==> src/rtl/hazard_sequencer.sv <==
// Hazard/sequencing control for the 5-stage core: load-use stall, branch/jump
// squash, and a drain-then-handshake sequence for SYSCALL.
// Ports: clk, reset (sync, active-high); ID fields id_rs/id_rt/id_uses_rt,
//   id_jump, id_syscall; EX fields ex_mem_read/ex_rt, br_taken; sys_done.
//   Outputs pc_write, ifid_write, ifid_flush, idex_bubble, syscall_go, busy.
// Optional: define HAZARD_STALL_COUNT_EN to add stall_cnt[CNT_W-1:0], a
//   saturating count of cycles with pc_write low.
module hazard_sequencer #(
  parameter int unsigned DRAIN_CYCLES = 3,
  parameter int unsigned CNT_W        = 16
) (
  input  logic             clk,
  input  logic             reset,
  input  logic [4:0]       id_rs,
  input  logic [4:0]       id_rt,
  input  logic             id_uses_rt,
  input  logic             ex_mem_read,
  input  logic [4:0]       ex_rt,
  input  logic             br_taken,
  input  logic             id_jump,
  input  logic             id_syscall,
  input  logic             sys_done,
  output logic             pc_write,
  output logic             ifid_write,
  output logic             ifid_flush,
  output logic             idex_bubble,
  output logic             syscall_go,
  output logic             busy
`ifdef HAZARD_STALL_COUNT_EN
  ,
  output logic [CNT_W-1:0] stall_cnt
`endif
);

  // SYS is split so syscall_go fires only on its first cycle.
  typedef enum logic [1:0] {
    RUN,
    DRAIN,
    SYS_GO,
    SYS_WAIT
  } state_t;

  localparam logic [3:0] DRAIN_LD = 4'(DRAIN_CYCLES - 1);

  if (DRAIN_CYCLES < 1 || DRAIN_CYCLES > 15 || CNT_W < 1) begin : g_bad_cfg
    $error("hazard_sequencer: DRAIN_CYCLES must be 1..15, CNT_W >= 1");
  end

  state_t     state, state_nxt;
  logic [3:0] cnt, cnt_nxt;
  logic       load_use;

  // $zero never carries a real dependency.
  assign load_use = ex_mem_read && (ex_rt != 5'd0) &&
                    ((ex_rt == id_rs) ||
                     (id_uses_rt && (ex_rt == id_rt)));

  always_ff @(posedge clk) begin
    if (reset) begin
      state <= RUN;
      cnt   <= 4'd0;
    end else begin
      state <= state_nxt;
      cnt   <= cnt_nxt;
    end
  end

  always_comb begin
    state_nxt   = state;
    cnt_nxt     = cnt;
    pc_write    = 1'b1;
    ifid_write  = 1'b1;
    ifid_flush  = 1'b0;
    idex_bubble = 1'b0;
    syscall_go  = 1'b0;
    busy        = (state != RUN);
    if (reset) begin
      state_nxt   = RUN;
      cnt_nxt     = 4'd0;
      pc_write    = 1'b0;
      ifid_write  = 1'b0;
      ifid_flush  = 1'b1;
      idex_bubble = 1'b1;
      busy        = 1'b1;
    end else begin
      unique case (state)
        RUN: begin
          if (br_taken) begin
            ifid_flush  = 1'b1;
            idex_bubble = 1'b1;
          end else if (load_use) begin
            pc_write    = 1'b0;
            ifid_write  = 1'b0;
            idex_bubble = 1'b1;
          end else if (id_syscall) begin
            // Freeze starts on the entry cycle itself.
            pc_write    = 1'b0;
            ifid_write  = 1'b0;
            idex_bubble = 1'b1;
            cnt_nxt     = DRAIN_LD;
            state_nxt   = DRAIN;
          end else if (id_jump) begin
            ifid_flush  = 1'b1;
          end
        end
        DRAIN: begin
          pc_write    = 1'b0;
          ifid_write  = 1'b0;
          idex_bubble = 1'b1;
          if (cnt == 4'd0) begin
            state_nxt = SYS_GO;
          end else begin
            cnt_nxt = cnt - 4'd1;
          end
        end
        SYS_GO, SYS_WAIT: begin
          pc_write    = 1'b0;
          ifid_write  = 1'b0;
          idex_bubble = 1'b1;
          syscall_go  = (state == SYS_GO);
          state_nxt   = SYS_WAIT;
          if (sys_done) begin
            // Resume fetch and drop the consumed SYSCALL from IF/ID.
            pc_write   = 1'b1;
            ifid_write = 1'b1;
            ifid_flush = 1'b1;
            state_nxt  = RUN;
          end
        end
        default: begin
          state_nxt = RUN;
        end
      endcase
    end
  end

`ifdef HAZARD_STALL_COUNT_EN
  always_ff @(posedge clk) begin
    if (reset) begin
      stall_cnt <= '0;
    end else if (!pc_write && (stall_cnt != '1)) begin
      stall_cnt <= stall_cnt + {{(CNT_W-1){1'b0}}, 1'b1};
    end
  end
`endif

endmodule

==> config.mk <==
export PLATFORM = sky130hd
export DESIGN_NAME = hazard_sequencer
export DESIGN_NICKNAME = d
export VERILOG_FILES = /design/src/rtl/hazard_sequencer.sv
export SDC_FILE = /design/constraint.sdc
export NUM_CORES = 1
export LEC_CHECK = 0
export ABC_AREA = 1
export ABC_CLOCK_PERIOD_IN_PS = 2000
export CAP_MARGIN = 20
export CORE_UTILIZATION = 25
export DETAILED_ROUTE_END_ITERATION = 7
export SLEW_MARGIN = 25
export SYNTH_ARGS = -nofsm -noshare
export SYNTH_HDL_FRONTEND = slang
export SYNTH_SLANG_ARGS = --single-unit
==> constraint.sdc <==
create_clock -name clk -period 2 [get_ports clk]
set_input_delay 0.6 -clock clk [delete_from_list [all_inputs] [get_ports clk]]
set_output_delay 0.6 -clock clk [all_outputs]
set_load 0.02 [all_outputs]
# Word level (Yosys, flattened, before mapping)
# Cells that the tools add are included.
# Widths: inputs -> output; s select.
# totals
ff_bits	6
latch_bits	0
mem_bits_rw	0
rom_bits	0
inputBits	23
output_inout_bits	6
word_cells	57
n_memories	0
# classes
n_addsub	1
mul	0
div_mod_pow	0
order_cmp	0
eq_ne	10
n_shift	0
muxes	31
n_bitwise	0
reduce_logical	13
# ops
cell	count
$mux 1	17
$mux 4	4
$eq 5x5->1	2
$mux 2	5
$ne 2x2->1 const B	5
$pmux 4 s2	1
$pmux 2 s3	1
$reduce_and 5->1	1
$reduce_bool 5->1	1
$eq 2x2->1 const B	2
$logic_not 4->1	1
$pmux 1 s2	2
$reduce_and 4->1	1
$reduce_bool 2->1	2
$sub 4x1->4 const B	1
$logic_and 1x1->1	3
$pmux 1 s3	1
$reduce_or 3->1	1
$eq 2x1->1 const B	1
$logic_not 2->1	1
$reduce_or 2->1	1
$logic_or 1x1->1	1

# Depth between registers and ports, before layout
# depth
depth_word	8
depth_mapped	12
depth_no_buf	11

# Worst setup path before layout
# Ideal clock, no wire load.
# synth_path
path_kind	input -> output
start	input ex_rt[3]
end	output pc_write
arrival_ns	1.777
required_ns	1.400
slack_ns	-0.377
path_stages	10
path_buffers	1
cell_sequence	inv_2 > nand4_1 > o21ai_0 > inv_1 > nand2_1 > nand2_1 > nand2_1 > nand2_1 > a21oi_1 > buf_4
# synth_between
elab_chain_cells	8
word_cells_on_any_way	11
cone_classes	eq/ne (2); mux (4); reduce/logical (5)
# synth_rtl
element	line	text
start: declaration	18	input logic [4:0] ex_rt,
$eq 5x5->1	56	(id_uses_rt && (ex_rt == id_rt)));
$logic_and 1x1->1	56	
$logic_or 1x1->1	55	((ex_rt == id_rs) ||
$logic_and 1x1->1 *	54	assign load_use = ex_mem_read && (ex_rt != 5'd0) &&
$mux 1 * (2 in a row)	n/a	
$pmux 1 s3 *	n/a	
$mux 1 *	n/a	
end: declaration	23	output logic pc_write,
# Mark *: on every way between the ends. The rest lies on a longest branch, timed or not.

# Worst setup path in the final report
# layout_path
start	input ex_rt[0]
end	output idex_bubble
# layout_between
elab_chain_cells	8
word_cells_on_any_way	11
cone_classes	eq/ne (2); mux (4); reduce/logical (5)
# layout_rtl
element	line	text
$eq 5x5->1	56	
$logic_and 1x1->1	56	
$logic_or 1x1->1	55	
$logic_and 1x1->1 *	54	
$mux 1 *	91	end else if (load_use) begin
$mux 1 *	88	if (br_taken) begin
$pmux 1 s2 *	86	unique case (state)
$mux 1 *	77	if (reset) begin
end: declaration	26	output logic idex_bubble,
# Marked as above.

==> reports/results.ini <==
[layout]
diodes=0
regArea_um2=120
nets=189
multi_input_area_um2=463
final.fill_count=271
synthToLayoutAreaGrowth_pct=68.8
drive_gt1_share_pct=36.4

[grt]
grt_pass1_vias=757
grt_overflow=0
grt_pass1_wl_um=2900
grt_max_degree=8
grt.total_usage_pct=14.0
antenna_found_initial=0

[synthesis]
yosys.area.top_type_share_pct=25.8
synth_common_cells=nand2_1 (45), inv_1 (19), nor2_1 (13), nand3_1 (7)
ys_top_cells_by_area=nand2_1 (26%), dfxtp_1 (18%), inv_1 (11%)
netlist_instances=120
synth_top_cell_by_area=nand2_1
netlist_area_um2=654
synth_edf_count=0
syn_nets=145
syn_avg_cell_area_um2=5.45
yosysSeqAreaShare_pct=18.4
ys_types=20
yosys_warnings=0
ys_ff_latch=6
yosys_most_used_dff=dfxtp_1
async_flop_share_pct=0
synth.most_common_cell=nand2_1

[die]
dieArea_um2=2830
coreArea_um2=2480
chipWidth_um=53.2
io_pins=29
row_count=18
start_util_pct=26.4
die_y_um=53.2

[clock_network]
cts_num_sinks=6
numCtsBuffers=3
cts_tree=yes
clkLatencyLatePin_ps=240
cts-htree-levels=1
postCtsSetupRepairBufs=0
clk_path_buf_depth=2
cts_root_buf=clkbuf_4
path_clk_slew_ps=40

[detailed_routing]
vias_per_cell=4.30
wl_met3_um=48
dr.max_layer_used=met3
ant_nets=0
met1_length_um=760
wl_met2_um=904
wirelength_um=1710
drt_iter0_markers=10
vias=825
wire_per_inst_um=8.92
drc=0
drtPass1Iterations=4

[sta]
hold_viol=0
clock_skew_ps=2.62
fin_setup_tns_ps=-745
fin_crit_sh_pct=111
setup_slack_ps=-224
max_freq_ghz=0.450
fin_crit_ps=2220
drv_slew=0
worstMarginPinSlew_ps=283
rsz0062_at_grt=true
setup_viol=4
relSlewSlack_pct=81.1

[critical_path]
end_kind=output pin
regToRegEndpoint=cnt[2]
startpoint_type=input pin
worstReg2RegStart=cnt[0]
ff2ff_path_depth=7
worstPathArrival_ps=1620
crit_type=in -> out
regToRegSetupSlack_ps=710
required_ps=1400
worstPathMaxFanout=4

[placed_design]
hpwl_um=1480
routabilityCongestion=0.746
port_buffers=28

[run]
maxCapViolCount=0

[min_path]
hold_start=cnt[1]
worstHoldEndpoint=cnt[1]
hp-class=reg -> reg
hold_depth=2

[outcome]
status=finished with violations
violations=negative setup slack

[power]
p_total_mw=0.915
ir_drop_uv=658
power_leakage_nw=0.597
p_per_area_nw_per_um2=828

## registers in the layout, summed over array words and instances (netlist names)
signal / cells
cnt: 4
state: 2
## where the power goes
group          switching [mW]  total [mW]  internal, mW
clock network          0.0431       0.111        0.0678
registers              0.0347       0.191         0.156
logic                   0.317       0.613         0.296
total                   0.395       0.915         0.520
## cells in the final DEF (no fill, tap or decap)
cell type,instances
clkbuf_4,3
dfxtp_1,6
buf_8,3
o21ai_1,1
nand3_4,1
buf_2,6
inv_1,15
clkbuf_2,1
o21bai_1,1
buf_6,11
inv_4,5
o21ai_2,1
or3_4,1
buf_4,13
nand3_1,7
nand2_4,1
nand2_1,41
xnor2_1,3
a21oi_1,5
nor3_1,2
nor2_4,1
clkdlybuf4s50_1,4
nor2_1,13
nand4_1,1
inv_2,4
ha_1,2
a21oi_4,1
dlygate4sd2_1,2
nand2_2,7
## stage by stage
| step | utilization, % | cell area, um2 | std cells | setup slack [ps] | hold slack [ps] |
|---|---|---|---|---|---|
| detailed placement | 43.1 | 1070 | 189 | -1070 | 466 |
| CTS | 42.3 | 1050 | 192 | -288 | 475 |
| finish | 44.6 | 1100 | 192 | -224 | 475 |
| floorplan | - | 672 | 120 | -136 | 447 |
| global placement | 43.1 | 1070 | 189 | -1040 | 468 |
| global route | 44.6 | 1100 | 192 | -300 | 521 |
## critical path, stage by stage
cell and delay, ps:
buf_8 100, inv_4 40, nand4_1 90, o21ai_1 140, inv_1 70, nand2_1 60, nand2_1 60, or3_4 330
buf_6 140
## final cells by class
| cell class | count | share of cell area (%) |
|---|---|---|
| Multi-Input combinational cell | 89 | 41.9 |
| Timing Repair Buffer | 40 | 32.5 |
| Sequential cell | 6 | 10.9 |
| Inverter | 24 | 9.29 |
| Tap cell | 30 | 3.40 |
| Clock buffer | 3 | 2.04 |
## worst max-delay path by stage
stage | cells past startpoint | from | endpoint | slack [ps]
finish | 9 | ex_rt[0] | idex_bubble | -220
global route | 9 | ex_rt[0] | idex_bubble | -300
CTS | 11 | ex_rt[1] | idex_bubble | -290
detailed placement | 12 | ex_rt[0] | pc_write | -1070
global placement | 12 | ex_rt[4] | ifid_write | -1040
floorplan | 10 | ex_rt[3] | pc_write | -140
## routing by layer
layer / track usage (%) / vias to the layer above
met5: 0 / -
met3: 4.31 / 0
li1: - / 448
met2: 27.2 / 12
met1: 14.9 / 365
met4: 1.32 / 0
## kinds of logic (layout without fill, tap and decap cells)
kind of cell	count (synthesis)	after routing	synth area share [%]
simple gates	75	75	51.1
buf+inv	25	67	14.9
compound gates	9	9	7.84
flops	6	6	18.4
xor+xnor	3	3	4.02
fa+ha+maj	2	2	3.82
## timing repair
action / CTS / global route
resized for setup: 102 / 23
endpoints found under the setup margin: 6 / 5
pin swaps: 24 / 20
hold buffers: 0 / 0
hold endpoints to repair: 0 / 0
Power figures use the tool's default switching activity.
